==> src/rtl/d_phy_hs_tx_sequencer.sv <==
// D-PHY data-lane HS transmit sequencer: walks one lane through
// LP-11 -> LP-01 -> LP-00 -> HS-zero -> sync -> payload -> trail -> LP-11 per packet.
module d_phy_hs_tx_sequencer #(
  parameter int          T_LPX      = 4,
  parameter int          T_HS_ZERO  = 6,
  parameter int          T_HS_TRAIL = 5,
  parameter int          T_HS_EXIT  = 8,
  parameter int          CNT_W      = 8,
  parameter logic [7:0]  SYNC_BYTE  = 8'hB8
) (
  input  logic       clk,
  input  logic       rst_n,
  input  logic       req,
  input  logic [7:0] byte_data,
  input  logic       byte_valid,
  input  logic       byte_last,
  output logic       byte_ready,
  output logic       lp_dp,
  output logic       lp_dn,
  output logic       hs_en,
  output logic [7:0] hs_data,
  output logic       hs_valid,
  output logic       busy,
  output logic       underrun
);

  typedef enum logic [2:0] {
    IDLE,
    LP01,
    LP00,
    HS_ZERO,
    SYNC,
    DATA,
    TRAIL,
    EXIT
  } state_t;

  state_t           state;
  state_t           next_state;
  logic [CNT_W-1:0] cnt;
  logic [CNT_W-1:0] cnt_nxt;
  logic             timer_done;
  logic             last_seen;
  logic             last_msb;
  logic             accept;

  logic             nxt_lp_dp;
  logic             nxt_lp_dn;
  logic             nxt_hs_en;
  logic [7:0]       nxt_hs_data;
  logic             nxt_hs_valid;
  logic             nxt_underrun;

  assign timer_done = (cnt == '0);
  assign byte_ready = (state == SYNC) || ((state == DATA) && !last_seen);
  assign accept     = byte_ready && byte_valid;
  assign busy       = (state != IDLE);

  // NOTE: sequential state uses non-blocking assignments so every flop samples
  // pre-edge values regardless of block ordering.
  always_ff @(posedge clk or negedge rst_n) begin
    if (!rst_n) begin
      state <= IDLE;
      cnt   <= '0;
    end else begin
      state <= next_state;
      cnt   <= cnt_nxt;
    end
  end

  // NOTE: every combinational output gets a default first, so no path can
  // leave a variable unassigned and infer a latch.
  always_comb begin
    next_state = state;
    unique case (state)
      IDLE:    if (req)        next_state = LP01;
      LP01:    if (timer_done) next_state = LP00;
      LP00:    if (timer_done) next_state = HS_ZERO;
      HS_ZERO: if (timer_done) next_state = SYNC;
      SYNC:                    next_state = DATA;
      DATA:    if (last_seen)  next_state = TRAIL;
      TRAIL:   if (timer_done) next_state = EXIT;
      EXIT:    if (timer_done) next_state = IDLE;
      default:                 next_state = IDLE;
    endcase
  end

  // Interval counter reloads on every state change, otherwise counts down to 0.
  always_comb begin
    cnt_nxt = cnt;
    if (next_state != state) begin
      unique case (next_state)
        LP01, LP00: cnt_nxt = CNT_W'(T_LPX - 1);
        HS_ZERO:    cnt_nxt = CNT_W'(T_HS_ZERO - 1);
        TRAIL:      cnt_nxt = CNT_W'(T_HS_TRAIL - 1);
        EXIT:       cnt_nxt = CNT_W'(T_HS_EXIT - 1);
        default:    cnt_nxt = '0;
      endcase
    end else if (!timer_done) begin
      cnt_nxt = cnt - CNT_W'(1);
    end
  end

  // Line levels are decoded from next_state and registered, so they change
  // on the same edge as the state register and never glitch.
  always_comb begin
    nxt_lp_dp    = 1'b0;
    nxt_lp_dn    = 1'b0;
    nxt_hs_en    = 1'b0;
    nxt_hs_data  = 8'h00;
    nxt_hs_valid = 1'b0;
    nxt_underrun = (state == DATA) && byte_ready && !byte_valid;
    unique case (next_state)
      IDLE, EXIT: begin
        nxt_lp_dp = 1'b1;
        nxt_lp_dn = 1'b1;
      end
      LP01: begin
        nxt_lp_dn = 1'b1;
      end
      LP00: begin
      end
      HS_ZERO: begin
        nxt_hs_en    = 1'b1;
        nxt_hs_valid = 1'b1;
      end
      SYNC: begin
        nxt_hs_en    = 1'b1;
        nxt_hs_data  = SYNC_BYTE;
        nxt_hs_valid = 1'b1;
      end
      DATA: begin
        nxt_hs_en = 1'b1;
        if (accept) begin
          nxt_hs_data  = byte_data;
          nxt_hs_valid = 1'b1;
        end else begin
          nxt_hs_data  = hs_data;
        end
      end
      TRAIL: begin
        nxt_hs_en    = 1'b1;
        nxt_hs_data  = {8{~last_msb}};
        nxt_hs_valid = 1'b1;
      end
      default: begin
        nxt_lp_dp = 1'b1;
        nxt_lp_dn = 1'b1;
      end
    endcase
  end

  always_ff @(posedge clk or negedge rst_n) begin
    if (!rst_n) begin
      lp_dp    <= 1'b1;
      lp_dn    <= 1'b1;
      hs_en    <= 1'b0;
      hs_data  <= 8'h00;
      hs_valid <= 1'b0;
      underrun <= 1'b0;
    end else begin
      lp_dp    <= nxt_lp_dp;
      lp_dn    <= nxt_lp_dn;
      hs_en    <= nxt_hs_en;
      hs_data  <= nxt_hs_data;
      hs_valid <= nxt_hs_valid;
      underrun <= nxt_underrun;
    end
  end

  // last_msb keeps bit 7 of the most recent payload byte for the trail pattern.
  always_ff @(posedge clk or negedge rst_n) begin
    if (!rst_n) begin
      last_seen <= 1'b0;
      last_msb  <= 1'b0;
    end else begin
      if (state == IDLE) begin
        last_seen <= 1'b0;
      end else if (accept && byte_last) begin
        last_seen <= 1'b1;
      end
      if (accept) begin
        last_msb <= byte_data[7];
      end
    end
  end

endmodule

==> config.mk <==
export PLATFORM = sky130hd
export DESIGN_NAME = d_phy_hs_tx_sequencer
export DESIGN_NICKNAME = d
export VERILOG_FILES = /design/src/rtl/d_phy_hs_tx_sequencer.sv
export SDC_FILE = /design/constraint.sdc
export NUM_CORES = 1
export LEC_CHECK = 0
export CORE_ASPECT_RATIO = 0.75
export CORE_UTILIZATION = 52
export DETAILED_ROUTE_END_ITERATION = 8
export PLACE_DENSITY = 0.79
export SETUP_SLACK_MARGIN = 0.2
export SYNTH_ARGS = -nofsm -noshare
export SYNTH_HDL_FRONTEND = slang
export SYNTH_SLANG_ARGS = --single-unit
==> constraint.sdc <==
create_clock -name clk -period 2.8 [get_ports clk]
set_input_delay 0.84 -clock clk [delete_from_list [all_inputs] [get_ports clk]]
set_output_delay 0.84 -clock clk [all_outputs]
set_load 0.005 [all_outputs]
Yosys cells after proc, flatten, opt, wreduce, memory -nomap -nowiden
Cells that the tools add are included.

word-level totals
  flip-flop bits (word level) = 26
  input port bits = 13
  output and inout port bits = 15
  logic and storage cells = 67

cells by class
  $add $sub $neg = 1
  eq/ne operators = 17
  multiplexer cells = 20
  bitwise logic cells = 1
  reductions and logical operators = 18

operator list
  cell                                                 count
  equality test 3 bit, second input constant           8
  two-way mux 8 bit                                    3
  case mux 3 bit (8 select lines)                      1
  case mux 8 bit (3 select lines)                      1
  two-way mux 3 bit                                    7
  equality test 3 x 2 -> 1 bit, second input constant  4
  case mux 3 bit (4 select lines)                      1
  zero test 8 bit                                      1
  subtractor 8 x 1 -> 8 bit, second input constant     1
  equality test 3 x 1 -> 1 bit, second input constant  2
  zero test 3 bit                                      2
  two-way mux 1 bit                                    6
  OR reduction 3 bit                                   2
  logical AND 1 bit                                    5
  OR reduction 2 bit                                   2
  OR reduction 4 bit                                   1
  != test 3 bit                                        1
  nonzero test 3 bit                                   1
  zero test 1 bit                                      2
  != test 2 x 1 -> 1 bit, second input constant        1
  != test 2 bit, second input constant                 1
  case mux 1 bit (2 select lines)                      1
  nonzero test 2 bit                                   1
  logical OR 1 bit                                     1
  inverter 1 bit                                       1

Longest topological paths before layout
  depth after elaboration = 7
  depth in mapped cells = 9
  mapped depth without buffers = 7

Least setup slack after synthesis
Ideal clock, no wire load.

  path kind = flip-flop to flip-flop
  start = reg cnt[0]
  end = reg cnt[0]
  setup time = 67 ps
  data arrival time = 1892 ps
  required time = 2733 ps
  setup slack = 841 ps
  stages on the path, launching flop included = 9
  path buffers = 1
  period minus slack after synthesis = 1959 ps
  cells stage by stage = dfrtp_1 -> inv_1 -> ha_1 -> or3b_2 -> buf_6 -> o21ai_2 -> a21oi_2 -> a221oi_4 -> o221a_1

on the way
  cells in the longest elaborated chain, start to end = 7
  elaborated cells between the ends (all ways) = 19
  classes of those cells = add/sub (1); eq/ne (7); mux (9); reduce/logical (2)

ends and longest elaborated chain
  element                                                                       RTL line  text
  start, declared                                                               40        logic [CNT_W-1:0] cnt;
  start signal, assigned                                                        67        cnt <= cnt_nxt;
  zero test 8 bit                                                               54        assign timer_done = (cnt == '0);
  two-way mux 3 bit (on tied branches)                                          n/a
  case mux 3 bit (8 select lines)                                               75        unique case (state)
  equality test 3 x 1 -> 1 bit or equality test 3 x 2 -> 1 bit (tied branches)  92        unique case (next_state)
  OR reduction 2 bit                                                            92
  case mux 3 bit (4 select lines)                                               92
  two-way mux 8 bit                                                             91        if (next_state != state) begin

Parallel ways exist; a longest one is shown, timed or not. The select of a mux whose other input is x is not followed.
A chain may end at the register's enable or synchronous reset.

Worst setup path in the final report
  start = reg state[2]
  end = out busy

on the way
  cells in the longest elaborated chain, start to end = 1

ends and longest elaborated chain
  element                 RTL line  text
  start, declared         38        state_t state;
  start signal, assigned  66        state <= next_state;
  nonzero test 3 bit      57        assign busy = (state != IDLE);
  end, declared           23        output logic busy,

Every way passes these cells.

==> impl_metrics.ini <==
[status]
outcome = complete, no violations

[final_layout]
fillers = 206
stdcell_count = 220
register_area_um2 = 654.4
areaGrowthSynthToFinish_pct = 24.78
multi_input_area_um2 = 833.3
nets = 199
diodes = 0
drive_gt1_share_pct = 17.39

[synthesis]
seq_area_frac_synth_pct = 42.13
syn_area_um2 = 1550
synth.area.top_cells = dfrtp_1, a221oi_4, dfstp_2, nand2_1, nor2_1
synthFlopType = dfrtp_1
netlist_top_cells_count = dfrtp_1, nand2_1, nor2_1
syn_avg_cell_area_um2 = 9.937
synth_edf_count = 0
postSynthCellCount = 156
synth-seq-cells = 26
synth_top_area_share_pct = 38.74
synth_most_common_cell = dfrtp_1
ys_warn_count = 0
synth_top_area_cell = dfrtp_1
synth.net_count = 170
synthArstFlopShare_pct = 100.0
yosysUniqueCellTypes = 55

[die]
die_x_um = 65.05
die_h_um = 49.29
rows = 16
dieArea_um2 = 3206
ios = 28
start_util_pct = 56.94
core-area_um2 = 2723

[worst_hold_path]
worst_hold_path_type = flop to flop

[setup_path]
crit_chain = buf_4 > nor2_1 > nand2_1 > clkdlybuf4s50_1
crit_slowest_cell = clkdlybuf4s50_1
cp_top_family = buffers and inverters
crit_path_max_fanout = 16
crit_type = flop to primary output
worstPathArrival_ns = 1.69
cpPeakStageDelay_ns = 0.45
required_ns = 1.96
crit_path_end_kind = primary output
critPathLaunchType = flop
critPathBufInv = 2

[power]
total_power_w = 0.002187
p_clk_share_pct = 14.8
vdd_ir_drop_max_v = 0.0007302
combPwrFrac_pct = 55.6
pwr-share-seq_pct = 29.7
power.share.switching_pct = 40.59
p_int_w = 0.001299
power_density_nw_per_um2 = 1130
p_sw_w = 0.0008874
p_leak_nw = 0.7635

[route]
wl_per_cell_um = 16.78
remaining_drc_errors = 0
ant_nets = 0
routed-via-count = 1339
wirelength_mm = 3.692
drtPass1Iterations = 4
drt-vias-per-instance = 6.086
drt-initial-drc-count = 115

[clocking]
cts_setup_buffers = 0
root_buffer = clkbuf_8
clk_latency_ns = 0.28
cts_tree = built
clkSlewWorstSetupHoldPaths_ns = 0.10
clockBufferDepth = 2
htreeDepth = 1
cts_hold_repair.buffers = 0
cts.sinks = 26
numCtsBuffers = 3

[global_routing]
grt_max_degree = 27
grt_usage_pct = 25.50
grt_pass1_wl_mm = 6.175
antenna_found_initial = 0
grt_pass1_vias = 1227
gr-total-overflow = 0

[timing]
setup_violations = 0
worstMarginPinSlew_ns = 0.4816
clock.fmax_mhz = 395.0
setup_ws_ns = 0.2682
slew_headroom_pct = 67.65
rsz0062_at_grt = false
hold_viol = 0
skew_ns = 0.006195
fin_crit_sh_pct = 90.42
drv_slew = 0
tns_ns = 0
period_needed_ns = 2.532

[place]
dpl.hpwl_mm = 2.615
dp.cells = 216
gp_congestion = 0.8601
numPortBuffers = 27
dp_slack_ns = 0.4108

[run]
maxCapViolCount = 0
worst min-delay path: stages (launching register included):
cell,delay (ns)
dfrtp_1,0.35
nand2_1,0.05
o21ai_0,0.06
power groups by stage:
stage                     sequential, W  clock [W]  combinational (W)
final                          0.000648   0.000323            0.00122
after global routing           0.000664   0.000335            0.00132
after CTS                      0.000645   0.000321            0.00120
after detailed placement       0.000652          0            0.00118
after global placement         0.000640          0            0.00115
after floorplan                0.000634          0           0.000868
sequential cells by signal (all words and copies together) (netlist names):
register   count
cnt            8
hs_data        8
hs_en          1
hs_valid       1
last_msb       1
last_seen      1
lp_dn          1
lp_dp          1
state          3
underrun       1
cells by family (layout without fill, tap and decap cells):
logic type	Yosys count	after routing	synth area share, %
AO/OA/AOI/OAI	45	45	23.08
XOR/XNOR	7	7	5.166
adder cells (fa/ha/maj)	1	1	0.8070
buffers and inverters	13	41	4.681
flip-flops	26	26	42.13
multiplexers	2	2	1.372
AND/OR/NAND/NOR	62	62	22.76
routing by layer:
layer	global-route usage (%)	up-vias	wire length, um	part of all wire [%]
met5	0	-	0	0
met4	4.348	0	45	1.2
met3	6.542	5	270	7.3
met2	36.63	66	1663	45
met1	38.84	646	1714	46
li1	-	622	-	-
cell usage in the layout, fill, tap and decap left out, drive strengths merged, types with 2 or more instances in the layout:
master / netlist / layout
a31oi: 2 / 2
nor2: 14 / 14
o211ai: 2 / 2
or3: 3 / 3
nand2b: 4 / 4
and3: 4 / 4
dfrtp: 24 / 24
a221oi: 2 / 2
clkdlybuf4s50: 0 / 27
a221o: 4 / 4
nand3: 3 / 3
o21ai: 12 / 12
a211oi: 2 / 2
a21oi: 10 / 10
nor2b: 2 / 2
nor4: 3 / 3
a21boi: 2 / 2
nor3: 6 / 6
nand2: 15 / 15
dfstp: 2 / 2
xnor2: 6 / 6
and2: 2 / 2
buf: 8 / 6
a21o: 2 / 2
inv: 4 / 4
clkbuf: 1 / 3
path summary, 6_finish.rpt:
path	from	endpoint	slack (ns)	cells past startpoint
max	state[2]$_DFF_PN0_	busy	0.27	4
min	hs_data[3]$_DFFE_PN0P_	hs_data[3]$_DFFE_PN0P_	0.49	2
max reg2reg	cnt[0]$_DFFE_PN0P_	cnt[1]$_DFFE_PN0P_	0.59	7
min reg2reg	hs_data[3]$_DFFE_PN0P_	hs_data[3]$_DFFE_PN0P_	0.49	2
max in group asynchronous	rst_n	lp_dp$_DFF_PN1_	1.59	2
min in group asynchronous	rst_n	cnt[5]$_DFFE_PN0P_	0.92	2
cell type report:
class,count,share of cell area [%]
repair buffers,33,16.30
clock inverters,1,1.552
well taps,36,2.329
clock buffers,3,2.135
multi-input cells,117,43.08
flip-flops and latches,26,33.83
inverters,4,0.7762
stage by stage:
step	instance area [um^2]	utilization (%)	hold WS, ns
finish	1934	71.05	0.4908
global route	1934	71.05	0.5409
detailed placement	1853	68.06	0.4708
global placement	1853	68.06	0.4742
floorplan	1550	-	0.4733
CTS	1932	70.96	0.4903
repair_timing:
action                     in CTS  in global routing
gates resized for setup         2                  2
hold endpoints to repair        0                  0
cloned                          0                  0
setup endpoints to repair       1                  1
pin swaps                       0                  1
Power figures use the tool's default switching activity.
